===== config.mk =====
export PLATFORM = sky130hd
export DESIGN_NAME = memory_arbiter_flat
export DESIGN_NICKNAME = d
export VERILOG_FILES = /design/src/rtl/memory_arbiter_pkg.sv /design/src/rtl/memory_arbiter_if.sv /design/src/rtl/memory_arbiter.sv /design/src/flat_wrapper.sv
export SDC_FILE = /design/constraint.sdc
export NUM_CORES = 1
export LEC_CHECK = 0
export BUFFER_PORTS_ARGS = -buffer_cell sky130_fd_sc_hd__buf_2
export CORE_AREA = 10 10 115 117
export DETAILED_ROUTE_END_ITERATION = 8
export DIE_AREA = 0 0 125 127
export GPL_ROUTABILITY_DRIVEN = 0
export PLACE_DENSITY = 0.88
export SKIP_LAST_GASP = 1
export SYNTH_ARGS = -nofsm -noshare
export SYNTH_HDL_FRONTEND = slang
export SYNTH_SLANG_ARGS = --single-unit

===== constraint.sdc =====
create_clock -name clk -period 4.5 [get_ports clk]
set_input_delay 0 -clock clk [delete_from_list [all_inputs] [get_ports clk]]
set_output_delay 0 -clock clk [all_outputs]
set_load 0.1 [all_outputs]

===== src/rtl/memory_arbiter_pkg.sv =====
// Shared codes for the memory arbiter: access sizes, grant owners, FSM states.
// Also holds the round-robin pick shared by the arbiter.
package memory_arbiter_pkg;

   localparam logic [2:0] ONE_BYTE  = 3'd0;
   localparam logic [2:0] TWO_BYTE  = 3'd1;
   localparam logic [2:0] FOUR_BYTE = 3'd2;

   localparam logic [1:0] ARB_GRANT_NONE = 2'b00;
   localparam logic [1:0] ARB_GRANT_I    = 2'b01;
   localparam logic [1:0] ARB_GRANT_D    = 2'b10;

   typedef enum logic [1:0] {
      ARB_IDLE  = 2'b00,
      ARB_ISSUE = 2'b01,
      ARB_DONE  = 2'b10
   } arb_state_t;

   // On a tie the port that was not served last wins.
   function automatic logic [1:0] arb_pick(input logic       i_req,
                                           input logic       d_req,
                                           input logic [1:0] last_grant);
      if (d_req && (!i_req || last_grant == ARB_GRANT_I)) return ARB_GRANT_D;
      if (i_req) return ARB_GRANT_I;
      return ARB_GRANT_NONE;
   endfunction

endpackage


===== src/rtl/memory_arbiter_if.sv =====
// Requester, memory and grant signals of the arbiter.
// master = the arbiter itself, slave = the surrounding caches and memory.
interface memory_arbiter_if #(
   parameter int ADDR_WIDTH = 17,
   parameter int LEN        = 32
);
   logic                  i_req;
   logic [ADDR_WIDTH-1:0] i_addr;
   logic [LEN-1:0]        i_rdata;
   logic                  i_done;

   logic                  d_req;
   logic                  d_we;
   logic [ADDR_WIDTH-1:0] d_addr;
   logic [LEN-1:0]        d_wdata;
   logic [2:0]            d_data_type;
   logic [LEN-1:0]        d_rdata;
   logic                  d_done;

   logic                  mem_req;
   logic                  mem_we;
   logic [ADDR_WIDTH-1:0] mem_addr;
   logic [LEN-1:0]        mem_wdata;
   logic [2:0]            mem_data_type;
   logic [LEN-1:0]        mem_rdata;
   logic                  mem_ready;

   logic [1:0]            grant;

   modport master (
      input  i_req, i_addr, d_req, d_we, d_addr, d_wdata, d_data_type,
      input  mem_rdata, mem_ready,
      output i_rdata, i_done, d_rdata, d_done,
      output mem_req, mem_we, mem_addr, mem_wdata, mem_data_type, grant
   );

   modport slave (
      output i_req, i_addr, d_req, d_we, d_addr, d_wdata, d_data_type,
      output mem_rdata, mem_ready,
      input  i_rdata, i_done, d_rdata, d_done,
      input  mem_req, mem_we, mem_addr, mem_wdata, mem_data_type, grant
   );
endinterface


===== src/rtl/memory_arbiter.sv =====
// Round-robin arbiter sharing one main-memory port between I-fetch and D-side.
// One transaction in flight; payload latched at grant; one DONE turnaround cycle.
module memory_arbiter
   import memory_arbiter_pkg::*;
#(
   parameter int ADDR_WIDTH = 17,
   parameter int LEN        = 32
) (
   input  logic             clk,
   input  logic             rst,
   memory_arbiter_if.master bus
);

   arb_state_t            state_q, state_d;
   logic [1:0]            grant_q, grant_d;
   logic [1:0]            last_grant_q, last_grant_d;
   logic [1:0]            pick;
   logic                  mem_req_q, mem_req_d;
   logic                  i_done_q, i_done_d;
   logic                  d_done_q, d_done_d;
   logic                  take_i, take_d, complete;

   logic                  mem_we_q;
   logic [ADDR_WIDTH-1:0] mem_addr_q;
   logic [LEN-1:0]        mem_wdata_q;
   logic [2:0]            mem_type_q;
   logic [LEN-1:0]        i_rdata_q;
   logic [LEN-1:0]        d_rdata_q;

   assign pick = arb_pick(bus.i_req, bus.d_req, last_grant_q);

   always_comb begin
      state_d      = state_q;
      grant_d      = grant_q;
      last_grant_d = last_grant_q;
      mem_req_d    = mem_req_q;
      i_done_d     = 1'b0;
      d_done_d     = 1'b0;
      take_i       = 1'b0;
      take_d       = 1'b0;
      complete     = 1'b0;
      case (state_q)
         ARB_IDLE: begin
            if (pick != ARB_GRANT_NONE) begin
               grant_d   = pick;
               take_i    = (pick == ARB_GRANT_I);
               take_d    = (pick == ARB_GRANT_D);
               mem_req_d = 1'b1;
               state_d   = ARB_ISSUE;
            end
         end
         ARB_ISSUE: begin
            if (bus.mem_ready) begin
               complete  = 1'b1;
               mem_req_d = 1'b0;
               i_done_d  = (grant_q == ARB_GRANT_I);
               d_done_d  = (grant_q == ARB_GRANT_D);
               state_d   = ARB_DONE;
            end
         end
         // Requests are deliberately not sampled here so a requester
         // dropping req on done is never granted a second time.
         ARB_DONE: begin
            last_grant_d = grant_q;
            grant_d      = ARB_GRANT_NONE;
            state_d      = ARB_IDLE;
         end
         default: begin
            grant_d   = ARB_GRANT_NONE;
            mem_req_d = 1'b0;
            state_d   = ARB_IDLE;
         end
      endcase
   end

   always_ff @(posedge clk or posedge rst) begin
      if (rst) begin
         state_q      <= ARB_IDLE;
         grant_q      <= ARB_GRANT_NONE;
         last_grant_q <= ARB_GRANT_I;
         mem_req_q    <= 1'b0;
         i_done_q     <= 1'b0;
         d_done_q     <= 1'b0;
      end else begin
         state_q      <= state_d;
         grant_q      <= grant_d;
         last_grant_q <= last_grant_d;
         mem_req_q    <= mem_req_d;
         i_done_q     <= i_done_d;
         d_done_q     <= d_done_d;
      end
   end

   always_ff @(posedge clk or posedge rst) begin
      if (rst) begin
         mem_we_q    <= 1'b0;
         mem_addr_q  <= '0;
         mem_wdata_q <= '0;
         mem_type_q  <= 3'd0;
         i_rdata_q   <= '0;
         d_rdata_q   <= '0;
      end else begin
         if (take_d) begin
            mem_we_q    <= bus.d_we;
            mem_addr_q  <= bus.d_addr;
            mem_wdata_q <= bus.d_wdata;
            mem_type_q  <= bus.d_data_type;
         end else if (take_i) begin
            mem_we_q    <= 1'b0;
            mem_addr_q  <= bus.i_addr;
            mem_wdata_q <= '0;
            mem_type_q  <= FOUR_BYTE;
         end
         if (complete && grant_q == ARB_GRANT_I) i_rdata_q <= bus.mem_rdata;
         if (complete && grant_q == ARB_GRANT_D) d_rdata_q <= bus.mem_rdata;
      end
   end

   assign bus.mem_req       = mem_req_q;
   assign bus.mem_we        = mem_we_q;
   assign bus.mem_addr      = mem_addr_q;
   assign bus.mem_wdata     = mem_wdata_q;
   assign bus.mem_data_type = mem_type_q;
   assign bus.grant         = grant_q;
   assign bus.i_done        = i_done_q;
   assign bus.d_done        = d_done_q;
   assign bus.i_rdata       = i_rdata_q;
   assign bus.d_rdata       = d_rdata_q;

endmodule


===== src/flat_wrapper.sv =====
// flat-port wrapper written by rule: the top's interface ports become plain ports
module memory_arbiter_flat import memory_arbiter_pkg::*;
#(
   parameter int ADDR_WIDTH = 17,
   parameter int LEN        = 32
)
  (clk, rst, bus_i_req, bus_i_addr, bus_d_req, bus_d_we, bus_d_addr, bus_d_wdata, bus_d_data_type, bus_mem_rdata, bus_mem_ready, bus_i_rdata, bus_i_done, bus_d_rdata, bus_d_done, bus_mem_req, bus_mem_we, bus_mem_addr, bus_mem_wdata, bus_mem_data_type, bus_grant);
  memory_arbiter_if #(.ADDR_WIDTH(ADDR_WIDTH), .LEN(LEN)) bus_i ();
  input  logic clk;
  input  logic rst;
  input wire logic [$bits(bus_i.i_req)-1:0] bus_i_req;
  input wire logic [$bits(bus_i.i_addr)-1:0] bus_i_addr;
  input wire logic [$bits(bus_i.d_req)-1:0] bus_d_req;
  input wire logic [$bits(bus_i.d_we)-1:0] bus_d_we;
  input wire logic [$bits(bus_i.d_addr)-1:0] bus_d_addr;
  input wire logic [$bits(bus_i.d_wdata)-1:0] bus_d_wdata;
  input wire logic [$bits(bus_i.d_data_type)-1:0] bus_d_data_type;
  input wire logic [$bits(bus_i.mem_rdata)-1:0] bus_mem_rdata;
  input wire logic [$bits(bus_i.mem_ready)-1:0] bus_mem_ready;
  output wire logic [$bits(bus_i.i_rdata)-1:0] bus_i_rdata;
  output wire logic [$bits(bus_i.i_done)-1:0] bus_i_done;
  output wire logic [$bits(bus_i.d_rdata)-1:0] bus_d_rdata;
  output wire logic [$bits(bus_i.d_done)-1:0] bus_d_done;
  output wire logic [$bits(bus_i.mem_req)-1:0] bus_mem_req;
  output wire logic [$bits(bus_i.mem_we)-1:0] bus_mem_we;
  output wire logic [$bits(bus_i.mem_addr)-1:0] bus_mem_addr;
  output wire logic [$bits(bus_i.mem_wdata)-1:0] bus_mem_wdata;
  output wire logic [$bits(bus_i.mem_data_type)-1:0] bus_mem_data_type;
  output wire logic [$bits(bus_i.grant)-1:0] bus_grant;
  assign bus_i.i_req = bus_i_req;
  assign bus_i.i_addr = bus_i_addr;
  assign bus_i.d_req = bus_d_req;
  assign bus_i.d_we = bus_d_we;
  assign bus_i.d_addr = bus_d_addr;
  assign bus_i.d_wdata = bus_d_wdata;
  assign bus_i.d_data_type = bus_d_data_type;
  assign bus_i.mem_rdata = bus_mem_rdata;
  assign bus_i.mem_ready = bus_mem_ready;
  assign bus_i_rdata = bus_i.i_rdata;
  assign bus_i_done = bus_i.i_done;
  assign bus_d_rdata = bus_i.d_rdata;
  assign bus_d_done = bus_i.d_done;
  assign bus_mem_req = bus_i.mem_req;
  assign bus_mem_we = bus_i.mem_we;
  assign bus_mem_addr = bus_i.mem_addr;
  assign bus_mem_wdata = bus_i.mem_wdata;
  assign bus_mem_data_type = bus_i.mem_data_type;
  assign bus_grant = bus_i.grant;
  memory_arbiter #(.ADDR_WIDTH(ADDR_WIDTH), .LEN(LEN)) u_core (.clk(clk), .rst(rst), .bus(bus_i));
endmodule

==> results.txt <==
RSZ-0062 raised after global routing: no
Root Buffer: clkbuf_16
setup ws final: 1788 ps
total gr overflow: 0
hpwl dp: 9.861 mm
met2 Use GR: 34.09%
global-route usage over all layers: 20.94%
Filler cells: 673
CTS Sinks: 126
nets: 790
Max Fanout on Critical Path: 40
run status: complete, no violations
share of layout cells above drive strength 1: 48.28%
Required @ worst endpoint: 4780 ps
most used routing layer: met2
clk slew on worst S/H paths: 60 ps
global-route wire length before repair: 26.61 mm
register area share after synthesis: 64.10%
Hold Fails Final Rpt: 0
WL/cell: 19.92 microns
CP Capture Type: flip-flop
post-synth net total: 454
most frequent cell after synthesis: dfrtp_1
WP data arrival: 2990 ps
initial core utilization: 44.23%
Synth area leader: dfrtp_1
Setup Crit Path Kind: reg2reg
via/cell ratio: 5.104
DIE AREA: 15,880 sq um
post-synthesis async set-or-reset flop share: 100.0%
Main synth FF type: dfrtp_1
critical path cell sequence: nor2_1 > o211a_1 > buf_4 > a222oi_1 > dlygate4sd3_1
Least-Margin Pin Slew: 970.2 ps
max-slew violation count: 0
DIE WIDTH: 125 microns
post-layout min period: 2712 ps
number of remaining DRC errors: 0
Post-Route Utilization: 71.04%
hold-critical path depth: 4
DR pass1 iterations: 7
Post-Syn Instances: 347
Hold Crit Class: in2reg
met1 Track Usage GR: 23.96%
core area: 11,130 sq um
Max-Cap Viols: 0
PortBufs: 228
Synth Register Bits: 126
endpoints failing setup: 0
Post-synth EDFFs: 0
Hold EP: u_core.bus.grant[0]$_DFFE_PP0P_
initial antenna violation count: 1
r2r startpoint: u_core.state_q[0]$_DFFE_PP0P_
via count: 4,287
Antenna Violating Nets Remaining: 0
Worst Setup Start Kind: flip-flop
die height: 127 microns
H-Tree Depth: 4
Netlist cell types: 26
sum of negative setup slack: 0 ps
vias in the first global route: 4,813
TritonCTS clock tree: done
reg2reg path depth: 5
CTS Buf Count: 17
Worst path slowest cell: dlygate4sd3_1
synth warn: 0
Ports: 229
crit-path max cell delay: 620 ps
mean area per synthesized cell: 14.18 sq um
area delta synth->final: 60.62%
Slew Limit Headroom: 35.32%
reg-to-reg critical path endpoint: u_core.bus.mem_addr[4]$_DFFE_PP0P_
final worst path period share: 60.26%
Initial DRC Count: 332
top cell type's share of synthesized area: 63.56%
flop2flop setup slack: 1790 ps
Post-Place Worst Slack: 2432 ps
fmax: 368.8 MHz
CTS resizes: 0
drt total wl: 16.74 mm
Hold Startpoint: bus_i_req
met3 usage: 8.437%
most instantiated cells after synthesis: dfrtp_1, mux2_2, inv_1
Max clock buf depth: 2
largest net degree at the start of global routing: 83
clock skew: 7.754 ps
largest cells by area after synthesis: dfrtp_1, mux2_2, a22o_1
Row Count: 39
mapped cell area: 4921 sq um
clk_lat worst skew: 400 ps
cell families (layout without fill, tap and decap cells):
kind of cell | Yosys count | in the layout | synth area share, %
AND/OR/NAND/NOR | 18 | 18 | 2.822
flip-flops | 126 | 126 | 64.10
other | 0 | 1 | 0
AO/OA/AOI/OAI | 62 | 62 | 11.01
buffers and inverters | 75 | 424 | 6.967
multiplexers | 66 | 66 | 15.10
layout by cell type (no fill, tap or decap), types with 6 or more instances in the layout:
cell           instances
buf_2                228
dfrtp_1              125
dlygate4sd3_1        104
mux2_2                64
inv_1                 54
a22o_1                35
clkbuf_16             17
a222oi_1              16
bufinv_16              6
stage by stage:
step	instance area [sq um]	cells	hold WS [ps]
floorplan	4921	347	107.2
CTS	7881	838	32.11
global placement	6145	702	216.2
global route	7904	840	68.05
detailed placement	6145	702	220.9
finish	7904	840	53.30
metal layers:
layer / share of wire, % / up-vias
met2: 49 / 268
met4: 3.2 / 0
li1: - / 1896
met5: 0 / -
met1: 39 / 2079
met3: 9.2 / 44
timing repair:
item                                   CTS  global route
setup buffers                            0             0
hold buffers                           104             0
endpoints found under the hold margin  201             0
registers in the layout (all words and copies together) (netlist names), 2 cells and up:
register	flops
u_core.last_grant_q	2
u_core.bus.mem_addr	17
u_core.state_q	2
u_core.bus.mem_data_type	3
u_core.bus.d_rdata	32
u_core.bus.grant	2
u_core.bus.i_rdata	32
u_core.bus.mem_wdata	32
worst max-delay path by stage:
stage	depth (start not counted)	end	slack, ps	from
5_1_grt	5	u_core.bus.mem_addr[4]$_DFFE_PP0P_	1640	u_core.state_q[0]$_DFFE_PP0P_
6_report	5	u_core.bus.mem_addr[4]$_DFFE_PP0P_	1790	u_core.state_q[0]$_DFFE_PP0P_
3_3_place_gp	4	u_core.bus.mem_addr[11]$_DFFE_PP0P_	2560	u_core.state_q[0]$_DFFE_PP0P_
3_5_place_dp	4	u_core.bus.mem_addr[4]$_DFFE_PP0P_	2430	u_core.state_q[0]$_DFFE_PP0P_
4_1_cts	5	u_core.bus.mem_addr[8]$_DFFE_PP0P_	1870	u_core.state_q[0]$_DFFE_PP0P_
2_1_floorplan	1	u_core.bus.d_done$_DFF_PP0_	1150	rst
worst max-delay path, delay by kind of cell (launching register included):
kind / cells / cell delay [ps]
flops: 1 / 470
buf+inv: 2 / 1090
simple gates: 1 / 340
compound gates: 2 / 680
cell type report:
| class | instances | area [sq um] | share of cell area [%] |
|---|---|---|---|
| inverter | 55 | 209.0 | 2.644 |
| sequential | 126 | 3154 | 39.91 |
| tap | 143 | 178.9 | 2.264 |
| clock inverter | 12 | 229.0 | 2.897 |
| timing repair buffer | 337 | 2232 | 28.24 |
| multi-input combinational | 146 | 1431 | 18.11 |
| clock buffer | 20 | 466.7 | 5.905 |
| antenna | 1 | 2.502 | 0.03166 |
Power is left out: the tool's default activity adds up to more than one toggle a clock period on the data nets, which glitch-free logic cannot reach.
